File: config.mk
export PLATFORM = sky130hd
export DESIGN_NAME = async_fifo_wptr_ctrl
export DESIGN_NICKNAME = d
export VERILOG_FILES = /design/src/rtl/async_fifo_wptr_ctrl.sv
export SDC_FILE = /design/constraint.sdc
export NUM_CORES = 1
export LEC_CHECK = 0
export CORE_MARGIN = 2
export CORE_UTILIZATION = 50
export CTS_BUF_LIST = sky130_fd_sc_hd__clkbuf_8
export DETAILED_ROUTE_END_ITERATION = 10
export PLACE_DENSITY = 0.86
export SYNTH_ARGS = -nofsm -noshare
export SYNTH_HDL_FRONTEND = slang
export SYNTH_SLANG_ARGS = --single-unit
File: constraint.sdc
create_clock -name clk -period 4.3 [get_ports clk]
set_input_delay 0.86 -clock clk [delete_from_list [all_inputs] [get_ports clk]]
set_output_delay 0.86 -clock clk [all_outputs]
set_load 0.02 [all_outputs]
File: src/rtl/async_fifo_wptr_ctrl.sv
// Write-domain pointer and flag controller for a dual-clock FIFO.
// Keeps the binary and Gray write pointers and gates write requests.
// Computes full, almost-full, occupancy and sticky overflow from the read
// pointer, which has already been synchronised into this clock domain.
module async_fifo_wptr_ctrl #(
  parameter int PTR_WIDTH    = 3,
  parameter int AFULL_THRESH = 6
) (
  input  logic                 clk,
  input  logic                 rst_n,
  input  logic                 wr_en,
  input  logic [PTR_WIDTH:0]   rq2_rptr,
  input  logic                 clr_overflow,
  output logic                 wr_accept,
  output logic [PTR_WIDTH-1:0] waddr,
  output logic [PTR_WIDTH:0]   wptr,
  output logic                 wfull,
  output logic                 walmost_full,
  output logic [PTR_WIDTH:0]   wcount,
  output logic                 overflow
);

  localparam int PW = PTR_WIDTH + 1;
  localparam logic [PTR_WIDTH:0] AFULL_W = PW'(AFULL_THRESH);

  logic [PTR_WIDTH:0] wbin_q, wbin_d;
  logic [PTR_WIDTH:0] wptr_q, wptr_d;
  logic [PTR_WIDTH:0] wcount_q, wcount_d;
  logic               wfull_q, wfull_d;
  logic               walmost_full_q, walmost_full_d;
  logic               overflow_q, overflow_d;
  logic [PTR_WIDTH:0] rbin;
  logic [PTR_WIDTH:0] full_cmp;

  // Gray-to-binary of the synchronised read pointer: prefix XOR from the MSB.
  assign rbin[PTR_WIDTH] = rq2_rptr[PTR_WIDTH];
  genvar gi;
  generate
    for (gi = 0; gi < PTR_WIDTH; gi++) begin : g_rbin
      assign rbin[gi] = ^rq2_rptr[PTR_WIDTH:gi];
    end
  endgenerate

  // Accept decision depends only on the registered full flag.
  assign wr_accept = wr_en & ~wfull_q;

  // Next pointers, flags and occupancy; the read pointer only reaches outputs through flops.
  always_comb begin
    wbin_d         = wbin_q + {{PTR_WIDTH{1'b0}}, wr_accept};
    wptr_d         = wbin_d ^ (wbin_d >> 1);
    // Full when the next write pointer equals the read pointer with its top two Gray bits inverted.
    full_cmp       = {~rq2_rptr[PTR_WIDTH:PTR_WIDTH-1], rq2_rptr[PTR_WIDTH-2:0]};
    wfull_d        = (wptr_d == full_cmp);
    wcount_d       = wbin_d - rbin;
    walmost_full_d = (wcount_d >= AFULL_W);
    // A new overflow event takes priority over a clear in the same cycle.
    overflow_d     = (overflow_q & ~clr_overflow) | (wr_en & wfull_q);
  end

  // State registers with asynchronous assertion of the active-low reset.
  always_ff @(posedge clk or negedge rst_n) begin
    if (!rst_n) begin
      wbin_q         <= '0;
      wptr_q         <= '0;
      wcount_q       <= '0;
      wfull_q        <= 1'b0;
      walmost_full_q <= 1'b0;
      overflow_q     <= 1'b0;
    end else begin
      wbin_q         <= wbin_d;
      wptr_q         <= wptr_d;
      wcount_q       <= wcount_d;
      wfull_q        <= wfull_d;
      walmost_full_q <= walmost_full_d;
      overflow_q     <= overflow_d;
    end
  end

  assign waddr        = wbin_q[PTR_WIDTH-1:0];
  assign wptr         = wptr_q;
  assign wfull        = wfull_q;
  assign walmost_full = walmost_full_q;
  assign wcount       = wcount_q;
  assign overflow     = overflow_q;

endmodule
Word level (Yosys, flattened, before mapping) --
Index checks and enable logic that the tools add are counted. W data, S select, Z words.
Storage, ports and cells: register bits 15, output and inout port bits 15
Operators by class: add/sub/neg operators 2, $lt $le $gt $ge 1, equal/unequal tests 1, bitwise operators 8, reduce and logical (&&, ||, !) cells 3
Operators with widths (number):
- $add A4 B1 Y4 | 1
- $eq A4 B4 Y1 | 1
- $ge A4 B3 Y1 const B | 1
- $reduce_xor A4 Y1 | 1
- $sub A4 B4 Y4 | 1
- $xor A4 B3 Y4 | 1
- $and A1 B1 Y1 | 3
- $reduce_xor A3 Y1 | 1
- $not A1 Y1 | 2
- $not A2 Y2 | 1
- $reduce_xor A2 Y1 | 1
- $or A1 B1 Y1 | 1

Depth between registers and ports, before layout --
Gate-level depths: netlist of run 1.
word-level depth 5, mapped depth 8, depth with buffers taken out 8

Worst setup path after synthesis of run 1 --
OpenSTA, ideal clock, no wires.
path type input-to-reg, start point in wr_en, end point reg walmost_full_q, in the netlist walmost_full, library setup time 0.132 ns, arrival 2.645 ns, data required time 4.168 ns, setup slack 1.524 ns, cell stages on the path 8, buffers on the path 0, cells stage by stage nor2b_1 -> ha_1 -> ha_1 -> inv_1 -> fa_1 -> inv_1 -> a22oi_1 -> o211ai_1
On the way: cells in the longest elaborated chain, start to end 4
RTL lines:
- start: declaration | RTL line 11 | input logic wr_en,
- $and A1 B1 Y1 | RTL line 45 | assign wr_accept = wr_en & ~wfull_q;
- $add A4 B1 Y4 | RTL line 49 | wbin_d = wbin_q + {{PTR_WIDTH{1'b0}}, wr_accept};
- net wbin_d[1] | RTL line 26 | logic [PTR_WIDTH:0] wbin_q, wbin_d;
- $sub A4 B4 Y4 | RTL line 54 | wcount_d = wbin_d - rbin;
- net wcount_d[1] | RTL line 28 | logic [PTR_WIDTH:0] wcount_q, wcount_d;
- $ge A4 B3 Y1 | RTL line 55 | walmost_full_d = (wcount_d >= AFULL_W);
- net walmost_full_d | RTL line 30 | logic walmost_full_q, walmost_full_d;
- end signal: assignment | RTL line 74 | walmost_full_q <= walmost_full_d;
- end: declaration | RTL line 30
The timed path passes the listed nets, and every way through them passes these cells.

Worst setup path in the final report of run 1 --
start point in wr_en, end point out wr_accept
On the way: cells in the longest elaborated chain, start to end 1
RTL lines:
- $and A1 B1 Y1 | RTL line 45
- end: declaration | RTL line 14 | output logic wr_accept,
Every way passes these cells.

==> impl_metrics.json, run 1 <==
{
  "fmax_mhz": 331,
  "synthTopCellsByCount": "dfrtp_1 (14), inv_1 (8), xnor2_1 (8)",
  "syn_to_final_growth_pct": 39.7,
  "hold_ws_ns": 0.529,
  "power_w": 0.000969,
  "core_mm2": 0.00132,
  "rows": 13,
  "setup_viol": 0,
  "grt.total_usage": 0.180,
  "clkLatencyLatePin_ns": 0.24,
  "gp_congestion": 0.731,
  "antenna_found_initial": 0,
  "r2r_start": "wfull",
  "dpl-instance-area_um2": 945,
  "post-place-ws_ns": 1.07,
  "cts_max_path_buffers": 2,
  "final_layout_size_suffix_gt1_frac": 0.0476,
  "viasPerCell": 5.06,
  "dieWidth_um": 41.6,
  "fin_area_um2": 986,
  "max_cap_violations": 0,
  "synth_edf_count": 0,
  "cts_sinks": 14,
  "clk_pin_slew_ns": 0.05,
  "holdBufCountCts": 0,
  "fin_tns_setup_ns": 0,
  "status": "finished clean",
  "numCtsBuffers": 3,
  "rsz0062_at_grt": "no",
  "start_util": 0.536,
  "dp_hpwl_mm": 1.06,
  "nFillCells": 76,
  "vdd_ir_drop_max_mv": 0.502,
  "critical_path_class": "in2out",
  "period_share": 0.703,
  "yosys_register_bits": 14,
  "async_flop_share": 1.00,
  "clock_skew_ns": 0.000864,
  "ys.flop_type": "dfrtp_1",
  "drt-pass1-iter-count": 2,
  "relSlewSlack": 0.584,
  "tightest_slew_ns": 0.621,
  "startpoint": "wr_en",
  "cts_resized": 0,
  "crit_required_ns": 3.44,
  "htree_levels": 1,
  "detail_route.wirelength_mm": 1.31,
  "grt_pass1_wl_mm": 2.28,
  "leakage_nw": 0.457,
  "syn_area_per_cell_um2": 12.0,
  "cp-end-kind": "output pin",
  "yosysTopAreaCell": "dfrtp_1",
  "finalMaxSlewViolations": 0,
  "yosysSeqAreaShare": 0.496,
  "grt_pass1_vias": 490,
  "pwr_density_cell_mw_per_mm2": 983,
  "yosys.area.top_type_share": 0.496,
  "port_buffers": 22,
  "post_cts_buffers": 0,
  "arrival_ns": 2.16,
  "dieArea_mm2": 0.00173,
  "hold_class": "reg2reg",
  "via_count": 501,
  "die_height_um": 41.6,
  "cts_root_buf": "clkbuf_8",
  "grt.overflow.total": 0,
  "drt_iter0_markers": 13,
  "synth_cell_types": 20,
  "syn_area_um2": 706,
  "synth_area_leaders": "dfrtp_1 (50%), xnor2_1 (9.9%), ha_1 (8.9%)",
  "synth.net_count": 73,
  "finalHoldViolCount": 0,
  "fin_ws_ns": 1.28,
  "yosys_warnings": 0,
  "synth_most_common_cell": "dfrtp_1",
  "drtAntennaViolNets": 0,
  "syn_inst": 59,
  "num_io_pins": 23,
  "worstPathMaxFanout": 2,
  "wl_per_cell_um": 13.2,
  "grt_start_max_net_pins": 15,
  "worstSetupStartpointType": "primary input",
  "drc": 0,
  "nets": 100,
  "hp-start": "wfull",
  "cts_tree": "done",
  "antennaDiodeCount": 0,
  "min_period_ns": 3.02
}
where the power goes:
| group | leakage (nW) | total (W) | switching [W] | internal, W |
|---|---|---|---|---|
| logic | 0.269 | 0.000623 | 0.000328 | 0.000295 |
| clock network | 0.0216 | 0.000102 | 0.0000404 | 0.0000617 |
| registers | 0.167 | 0.000244 | 0.0000368 | 0.000208 |
| total | 0.457 | 0.000969 | 0.000405 | 0.000564 |
stage by stage:
step           std cells  utilization
6_report              99        0.748
5_1_grt               99        0.748
4_1_cts               99        0.748
3_5_place_dp          96        0.717
3_3_place_gp          96        0.717
2_1_floorplan         59            -
flip-flops by register name, indices dropped and copies added, names as in the netlist:
signal,flops
wfull,1
wcount,4
walmost_full,1
wbin_q,4
overflow,1
wptr,3
placed cells by master (no fill, tap or decap), drive strengths merged, types with 2 or more instances in the layout:
cell type       n
inv             8
nor3            2
clkdlybuf4s50  22
clkbuf          3
dfrtp          14
xnor2           8
xor2            8
ha              5
a21oi           2
path summary, 6_finish.rpt:
kind | to | slack (ns) | depth (start not counted)
setup / recovery | wr_accept | 1.28 | 3
hold / removal | overflow | 0.53 | 2
setup reg to reg | walmost_full | 2.06 | 8
hold reg to reg | overflow | 0.53 | 2
max in group asynchronous | wptr[2] | 2.89 | 1
min in group asynchronous | overflow | 1.01 | 1
area by class of cell:
type	instances	area, µm²	share of cell area
Tap cell	15	18.8	0.0190
Sequential cell	14	350	0.355
Multi-Input combinational cell	37	325	0.330
Timing Repair Buffer	22	220	0.223
Inverter	8	30.0	0.0305
Clock buffer	3	41.3	0.0419
cell families after synthesis:
kind of cell	Yosys count	share of synthesized area
simple gates	6	0.0443
compound gates	9	0.0904
fa+ha+maj	6	0.117
buf+inv	8	0.0426
xor+xnor	16	0.209
flops	14	0.496
metal layers:
layer / wire, µm / track usage / vias to the layer above
li1: - / - / 243
met4: 19 / 0.116 / 0
met1: 616 / 0.235 / 246
met2: 639 / 0.269 / 10
met5: 0 / 0 / -
met3: 34 / 0.0391 / 2
worst max-delay path: stages:
cell and delay [ns]:
clkdlybuf4s50_1 0.47, nor2b_1 0.19, clkdlybuf4s50_1 0.64
Power figures use the tool's default switching activity.
==> inputs of run 2 (changes only) <==
- CORE_UTILIZATION: 50 -> 46
- PLACE_DENSITY: 0.86 -> 0.8
- clock period: 4.3 -> 2.8 ns (I/O delays scaled with it)
==> run 2 against run 1 <==
Sequential share of layout area fell by 1.6 points. Cell area rose by 4.7%. Utilization fell by 4.7 points. Final cell count rose by 7.1%. Highest routed layer unchanged.
==> impl_metrics.json, run 2 (same netlist as run 1, synthesis figures left out) <==
{
  "crit_required_ns": 2.91,
  "status": "finished clean",
  "cts_tree": "done",
  "finalHoldViolCount": 0,
  "hold_ws_ns": 0.522,
  "crit_top_cell": "xnor2_1",
  "fmax_mhz": 390,
  "final_cells": 106,
  "max_stage_delay_ns": 0.51,
  "antennaDiodeCount": 0,
  "pwr_density_cell_mw_per_mm2": 1480,
  "arrival_ns": 2.68,
  "fin_tns_setup_ns": 0,
  "dp_hpwl_mm": 1.03,
  "final_cell_mix": "clkdlybuf4s50_1 (22), dfrtp_1 (14), xnor2_1 (8), inv_1 (8), xor2_1 (7)",
  "grt_start_max_net_pins": 15,
  "r2r_slack_ns": 0.71,
  "dieWidth_um": 43.2,
  "num_io_pins": 23,
  "drt_iter0_markers": 7,
  "clk_pin_slew_ns": 0.05,
  "relSlewSlack": 0.585,
  "hold_class": "reg2reg",
  "antenna_found_initial": 0,
  "vdd_ir_drop_max_mv": 0.763,
  "period_share": 0.915,
  "max_cap_violations": 0,
  "wl_per_cell_um": 11.4,
  "port_buffers": 22,
  "grt.total_usage": 0.165,
  "gp_congestion": 0.805,
  "numCtsBuffers": 3,
  "post_cts_buffers": 0,
  "setup_viol": 0,
  "cts_root_buf": "clkbuf_8",
  "die_height_um": 43.2,
  "finalMaxSlewViolations": 0,
  "min_period_ns": 2.56,
  "clkLatencyLatePin_ns": 0.24,
  "nets": 106,
  "leakage_nw": 0.486,
  "viasPerCell": 4.91,
  "final_common_cell": "clkdlybuf4s50_1",
  "syn_to_final_growth_pct": 46.3,
  "drt-pass1-iter-count": 4,
  "final_layout_size_suffix_gt1_frac": 0.111,
  "detail_route.wirelength_mm": 1.21,
  "worstPathMaxFanout": 2,
  "cts_resized": 0,
  "fin_area_mm2": 0.00103,
  "slowest_stage": "fa_1",
  "place_inst": 103,
  "cp-end-kind": "flop",
  "tightest_slew_ns": 0.621,
  "worstSetupStartpointType": "primary input",
  "start_util": 0.480,
  "dieArea_mm2": 0.00186,
  "critical_path_class": "in2reg",
  "rows": 14,
  "startpoint": "rq2_rptr[3]",
  "clock_skew_ns": 0.000836,
  "path_cells": "clkdlybuf4s50_1 -> xnor2_1 -> xor2_1 -> xnor2_1 -> ha_1 -> fa_1 -> inv_1 -> a22oi_1 -> o211ai_1",
  "holdBufCountCts": 0,
  "dpl-instance-area_um2": 991,
  "hp-start": "wfull",
  "cts_sinks": 14,
  "grt_pass1_wl_mm": 2.19,
  "cts_max_path_buffers": 2,
  "via_count": 520,
  "drc": 0,
  "core_mm2": 0.00147,
  "grt_pass1_vias": 506,
  "htree_levels": 1,
  "grt.overflow.total": 0,
  "r2r_start": "wfull",
  "rsz0062_at_grt": "no",
  "drtAntennaViolNets": 0
}
==> run 2: final cells by class <==
class / count / area (µm²)
clock buffers: 3 / 41.3
fillers: 114 / 439
inverters: 8 / 30.0
multi-input cells: 37 / 325
flip-flops and latches: 14 / 350
well taps: 16 / 20.0
repair buffers: 28 / 265
==> run 2: through the flow <==
stage | total power (W) | util | setup slack (ns)
6_report | 0.00153 | 0.702 | 0.238
5_1_grt | 0.00166 | 0.702 | 0.120
4_1_cts | 0.00155 | 0.702 | 0.234
3_5_place_dp | 0.00139 | 0.673 | -0.00131
3_3_place_gp | 0.00137 | 0.673 | 0.00836
2_1_floorplan | 0.00101 | - | 0.324
==> run 2: path summary, 6_finish.rpt <==
kind	to	cells after the start
worst min-delay path	overflow	2
worst max-delay path	walmost_full	9
worst min register to register	overflow	2
min in group asynchronous	wcount[0]	1
worst max register to register	walmost_full	8
max in group asynchronous	wcount[3]	1
==> run 2: where the power goes <==
| part | internal (W) | switching (W) |
|---|---|---|
| sequential | 0.000319 | 0.0000531 |
| clock | 0.0000945 | 0.0000599 |
| combinational | 0.000496 | 0.000506 |
==> run 2: per-layer routing <==
layer,up-vias,wire length (µm),GRT usage
met5,-,0,0
met4,0,22,0.109
met3,2,61,0.0383
met2,16,599,0.254
met1,243,525,0.204
li1,259,-,-
==> run 2: worst max-delay path, delay by kind of cell <==
| kind | cells | cell delay [ns] |
|---|---|---|
| adders and majority gates | 2 | 0.72 |
| xor gates and xnor gates | 3 | 0.61 |
| buffers and inverters | 2 | 0.52 |
| AOI/OAI and AO/OA | 2 | 0.27 |
==> inputs of run 3 (changes only) <==
- CORE_UTILIZATION: 46 -> 40
- PLACE_DENSITY: 0.8 -> 0.71
==> run 3 against run 2 <==
Utilization fell by 6.8 points. Flip-flop and latch count did not move. Final cell count rose by 2.8%. Register-to-register slack got worse by 0.09 ns. Wire length rose by 13%. Clock skew rose by 0.00071 ns. Total power rose by 6.3%. Die area rose by 14%. Clock power rose by 24%. Worst hold slack got worse by 0.016 ns. Non-clock buffer count rose by 1. Cell area rose by 3.6%. Largest cell class unchanged.
==> impl_metrics.json, run 3 (same netlist as run 1, synthesis figures left out) <==
{
  "htree_levels": 1,
  "post-place-ws_ns": -0.229,
  "viasPerCell": 4.94,
  "cts_sinks": 14,
  "dieWidth_um": 46,
  "cts_tree": "done",
  "final_cell_mix": "clkdlybuf4s50_1 (22), dfrtp_1 (14), inv_1 (8), xnor2_1 (7), buf_4 (7)",
  "r2r_start": "wfull",
  "holdBufCountCts": 0,
  "p_seq_frac": 0.232,
  "fin_ws_ns": 0.137,
  "critical_path_class": "in2reg",
  "final_layout_size_suffix_gt1_frac": 0.152,
  "post-route-util": 0.633,
  "clkLatencyLatePin_ns": 0.24,
  "min_period_ns": 2.66,
  "hold_depth": 2,
  "leakage_nw": 0.505,
  "fin_tns_setup_ns": 0,
  "cts_max_path_buffers": 2,
  "drtAntennaViolNets": 0,
  "tightest_slew_ns": 0.605,
  "relSlewSlack": 0.595,
  "cts_root_buf": "clkbuf_8",
  "nFillCells": 131,
  "place_inst": 104,
  "r2r-end": "walmost_full",
  "fmax_mhz": 375,
  "setup_viol": 0,
  "core_mm2": 0.00169,
  "nets": 107,
  "vdd_ir_drop_max_mv": 0.602,
  "rsz0062_at_grt": "no",
  "die_height_um": 46,
  "worstPathMaxFanout": 3,
  "drt_iter0_markers": 3,
  "final_common_cell": "clkdlybuf4s50_1",
  "hold_end": "overflow",
  "drc": 0,
  "grt.overflow.total": 0,
  "regArea_um2": 350,
  "dieArea_mm2": 0.00212,
  "grt_pass1_vias": 523,
  "max_cap_violations": 0,
  "multi_input_area_um2": 340,
  "switchingPower_w": 0.000657,
  "grt_start_max_net_pins": 15,
  "clock_skew_ns": 0.00155,
  "r2r_slack_ns": 0.62,
  "cp-end-kind": "flop",
  "p_clk_frac": 0.117,
  "swShare": 0.404,
  "rows": 15,
  "dp_hpwl_mm": 1.13,
  "numCtsBuffers": 3,
  "hold_ws_ns": 0.506,
  "grt_pass1_wl_mm": 2.08,
  "crit_required_ns": 2.90,
  "final_cells": 109,
  "status": "finished clean",
  "detail_route.wirelength_mm": 1.36,
  "grt.total_usage": 0.140,
  "rr_worst_depth": 8,
  "p_int_w": 0.000968,
  "finalHoldViolCount": 0,
  "clk_pin_slew_ns": 0.06,
  "port_buffers": 22,
  "period_share": 0.951,
  "via_count": 539,
  "drt-pass1-iter-count": 3,
  "finalMaxSlewViolations": 0,
  "gp_congestion": 0.778,
  "hold_class": "reg2reg",
  "syn_to_final_growth_pct": 51.6,
  "antennaDiodeCount": 0,
  "antenna_found_initial": 0,
  "start_util": 0.418,
  "num_io_pins": 23,
  "pwr_density_cell_mw_per_mm2": 1520,
  "arrival_ns": 2.77,
  "hp-start": "wfull",
  "combPwrFrac": 0.651,
  "wl_per_cell_um": 12.5,
  "worstSetupStartpointType": "primary input"
}
[run 3: changes by cell type in the layout (fill, tap and decap cells not counted), sizes merged]
cell    change
clkbuf      +1
buf         +1
[run 3: metal layers]
| layer | global-route usage | part of all wire |
|---|---|---|
| met5 | 0 | 0 |
| met4 | 0.0686 | 0.015 |
| met3 | 0.0278 | 0.046 |
| met2 | 0.247 | 0.50 |
| met1 | 0.158 | 0.44 |
[run 3: power by group through the flow]
stage | combinational [W] | sequential (W) | clock (W)
final | 0.00106 | 0.000376 | 0.000191
after global routing | 0.00114 | 0.000389 | 0.000203
after CTS | 0.00106 | 0.000379 | 0.000194
after detailed placement | 0.00106 | 0.000382 | 0
after global placement | 0.00102 | 0.000374 | 0
after floorplan | 0.000503 | 0.000503 | 0
[run 3: how the worst max path moves through the flow]
stage,from,to,slack (ns),cells after the start
2_1_floorplan,wr_en,walmost_full,0.32,8
3_3_place_gp,rq2_rptr[3],walmost_full,-0.04,9
3_5_place_dp,rq2_rptr[3],walmost_full,-0.23,9
4_1_cts,rq2_rptr[3],walmost_full,0.01,9
5_1_grt,rq2_rptr[3],walmost_full,0.004,9
6_report,rq2_rptr[3],walmost_full,0.14,9
[run 3: worst max-delay path, stage by stage]
cell and delay, ns:
clkdlybuf4s50_1 0.48, xnor2_2 0.29, xor2_2 0.22, xnor2_1 0.09, ha_1 0.21, fa_1 0.51, inv_1 0.07, a22oi_1 0.21
o211ai_1 0.13
[run 3: metrics by stage]
step / area (µm²) / total power (W)
after detailed placement: 992 / 0.00144
after floorplan: 706 / 0.00101
after global routing: 1070 / 0.00174
after CTS: 1050 / 0.00164
after global placement: 992 / 0.00139
final: 1070 / 0.00162
[run 3: cell type report]
type,instances,share of cell area
inverters,8,0.0281
repair buffers,29,0.255
well taps,17,0.0199
multi-input cells,37,0.318
flip-flops and latches,14,0.327
clock buffers,4,0.0515
[run 3: what timing repair did]
item | CTS | global route
resized for setup | 0 | 2
endpoints found under the setup margin | 0 | 1
hold endpoints to repair | 0 | 0
buffers inserted | 0 | 1
==> RTL change: new RTL, flow settings as in run 1 <==
Make the reset (`rst_n`) synchronous in one clocked block. Comments in the files are not updated.
--- a/src/rtl/async_fifo_wptr_ctrl.sv
+++ b/src/rtl/async_fifo_wptr_ctrl.sv
@@ -60,3 +60,3 @@
   // State registers with asynchronous assertion of the active-low reset.
-  always_ff @(posedge clk or negedge rst_n) begin
+  always_ff @(posedge clk) begin
     if (!rst_n) begin
Check against the original RTL: differs if rst_n is asserted again (counterexample within 4 cycles, from zero or initial values and one cycle with rst_n low); with rst_n held inactive, the same outputs for 10 cycles.
==> RTL change against run 1 <==
- wire length is 0.38% lower
- clock skew is 0.0021 ns higher
- synthesized area is 5.9% lower
- worst setup slack hardly changed
- sequential cell count stayed put
- cell area is 4.2% lower
Power is not compared: it rests on default switching activity, and its combinational part moved more than twofold at a synthesized area within 25%.
==> RTL change: results (changes against run 1) <==
outcome = finished clean
switching share of power = 29.85%
Global Route Usage Sum = 20.07% (+2.1 points)
vias per cell = 4.846 (-4.2%)
cell with the biggest individual delay on the critical path = sky130_fd_sc_hd__clkdlybuf4s50_1
proportion of synthesized chip area in sequential cells = 42.18% (-7.5 points)
ranking of synthesized cells by instance count = sky130_fd_sc_hd__dfxtp_1 (14), sky130_fd_sc_hd__xnor2_1 (9), sky130_fd_sc_hd__inv_1 (6), sky130_fd_sc_hd__ha_1 (5), sky130_fd_sc_hd__nor2_1 (5)
length of the first detailed-routing pass in iterations = 4 (+2)
critical register-to-register path endpoint = walmost_full
antenna fix cells = 0 (unchanged)
async set-or-reset flop fraction in the synthesized netlist = 0% (-100 points)
Critical Path AT = 2.16 ns (about the same)
last weighted congestion value of the routability-driven placer = 0.8601 (+18%)
number of DRC markers in iteration 0 = 6 (-7)
Slew @ Worst Pin = 0.3535 ns (-0.2679 ns)
quantity of hold-fixing buffers added after cts = 0 (unchanged)
pin count of the biggest net entering global routing = 9 (-6)
first-pass GRT wire length = 2028 um (-11%)
worst hold slack = 0.4691 ns (-0.05988 ns)
largest stage delay on the critical path = 0.63 ns
number of standard cells after synthesis = 64 (+8.5%)
net count after synthesis = 78 (+6.8%)
CTS H-tree depth = 1 (unchanged)
number of gates resized after CTS = 0 (unchanged)
Crit. Startpoint = wr_en
total wirelength of the detailed-routed design = 1304 um (-0.38%)
cell types occupying the most area after synthesis = sky130_fd_sc_hd__dfxtp_1 (42%), sky130_fd_sc_hd__xnor2_1 (12%), sky130_fd_sc_hd__ha_1 (9.4%)
layout cell share with drive strength beyond 1 = 6.742% (+2.0 points)
Worst R2R Start = wfull
Hold Path Stages = 2 (unchanged)
type of the worst setup path = in -> out
static power due to leakage = 0.4096 nW
worst-skew pair later-pin latency = 0.24 ns (about the same)
maximum vdd ir drop = 0.2940 mV
largest fanout on the critical path = 2 (unchanged)
count of port buffers added during placement = 22 (unchanged)
number of global-route vias before repair = 482 (-1.6%)
crit path to = wr_accept
Netlist cell types = 21 (+5.0%)
buffer levels on the longest clock path = 2 (unchanged)
CTS clk-pin slew, worst paths = 0.05 ns (about the same)
initial antenna violation count = 0 (unchanged)
number of buffers added by the clock tree synthesis step = 3 (unchanged)
classification of the worst-slack hold path = reg -> reg
Worst Reg2Reg Path Length in Cells = 8 (unchanged)
Worst Skew = 0.002945 ns (+0.002081 ns)
post-detailed-placement half-perimeter wirelength = 948.2 um (-11%)
cell chosen for the clock root = sky130_fd_sc_hd__clkbuf_8
setup slack on the worst flop-to-flop path = 2.23 ns (+0.17 ns)
buffers inserted during post-CTS setup optimization = 0 (unchanged)
total of warnings raised by yosys = 0 (unchanged)
fin nets = 105 (+5.0%)
## RTL change: per-stage QoR
stage | area [sq um] | instances | util (%) | setup slack (ns)
floorplan | 664.4 | 64 | - | 1.611
global placement | 903.4 | 101 | 71.20 | 1.248
global route | 944.7 | 104 | 74.46 | 1.175
finish | 944.7 | 104 | 74.46 | 1.279
detailed placement | 903.4 | 101 | 71.20 | 1.173
CTS | 944.7 | 104 | 74.46 | 1.280
## RTL change: power groups by stage
stage,logic (mW),clock network [mW],registers [mW]
after floorplan,0.0637,0,0.181
after global placement,0.142,0,0.157
after detailed placement,0.144,0,0.158
after CTS,0.146,0.106,0.155
after global routing,0.158,0.111,0.157
final,0.145,0.102,0.155
## RTL change: how the worst min path moves through the flow
stage | end | start
4_1_cts | overflow | overflow
6_report | overflow | overflow
3_5_place_dp | overflow | overflow
2_1_floorplan | overflow | overflow
5_1_grt | overflow | wfull
3_3_place_gp | overflow | overflow
## RTL change: per-layer routing
metal	global-route usage (%)	part of all wire, %
met3	5.556	8.8
met4	12.50	0
met2	35.32	50
met5	0	0
met1	20.61	41
## RTL change: kinds of logic after synthesis
| family | synth area share (%) |
|---|---|
| AND/OR/NAND/NOR | 15.63 |
| adder cells (fa/ha/maj) | 12.43 |
| AO/OA/AOI/OAI | 5.837 |
| XOR/XNOR | 20.53 |
| flip-flops | 42.18 |
| buffers and inverters | 3.390 |
## RTL change: critical path: cells and delay by family
kind          cells  cell delay (ns)
buf+inv           2             1.10
simple gates      1             0.20
## RTL change: final cells by class
cell class,instances,area [sq um]
Multi-Input combinational cell,44,361.6
Inverter,6,22.52
Tap cell,15,18.77
Clock buffer,3,41.29
Timing Repair Buffer,22,220.2
Sequential cell,14,280.3
Fill cell,101,324.1
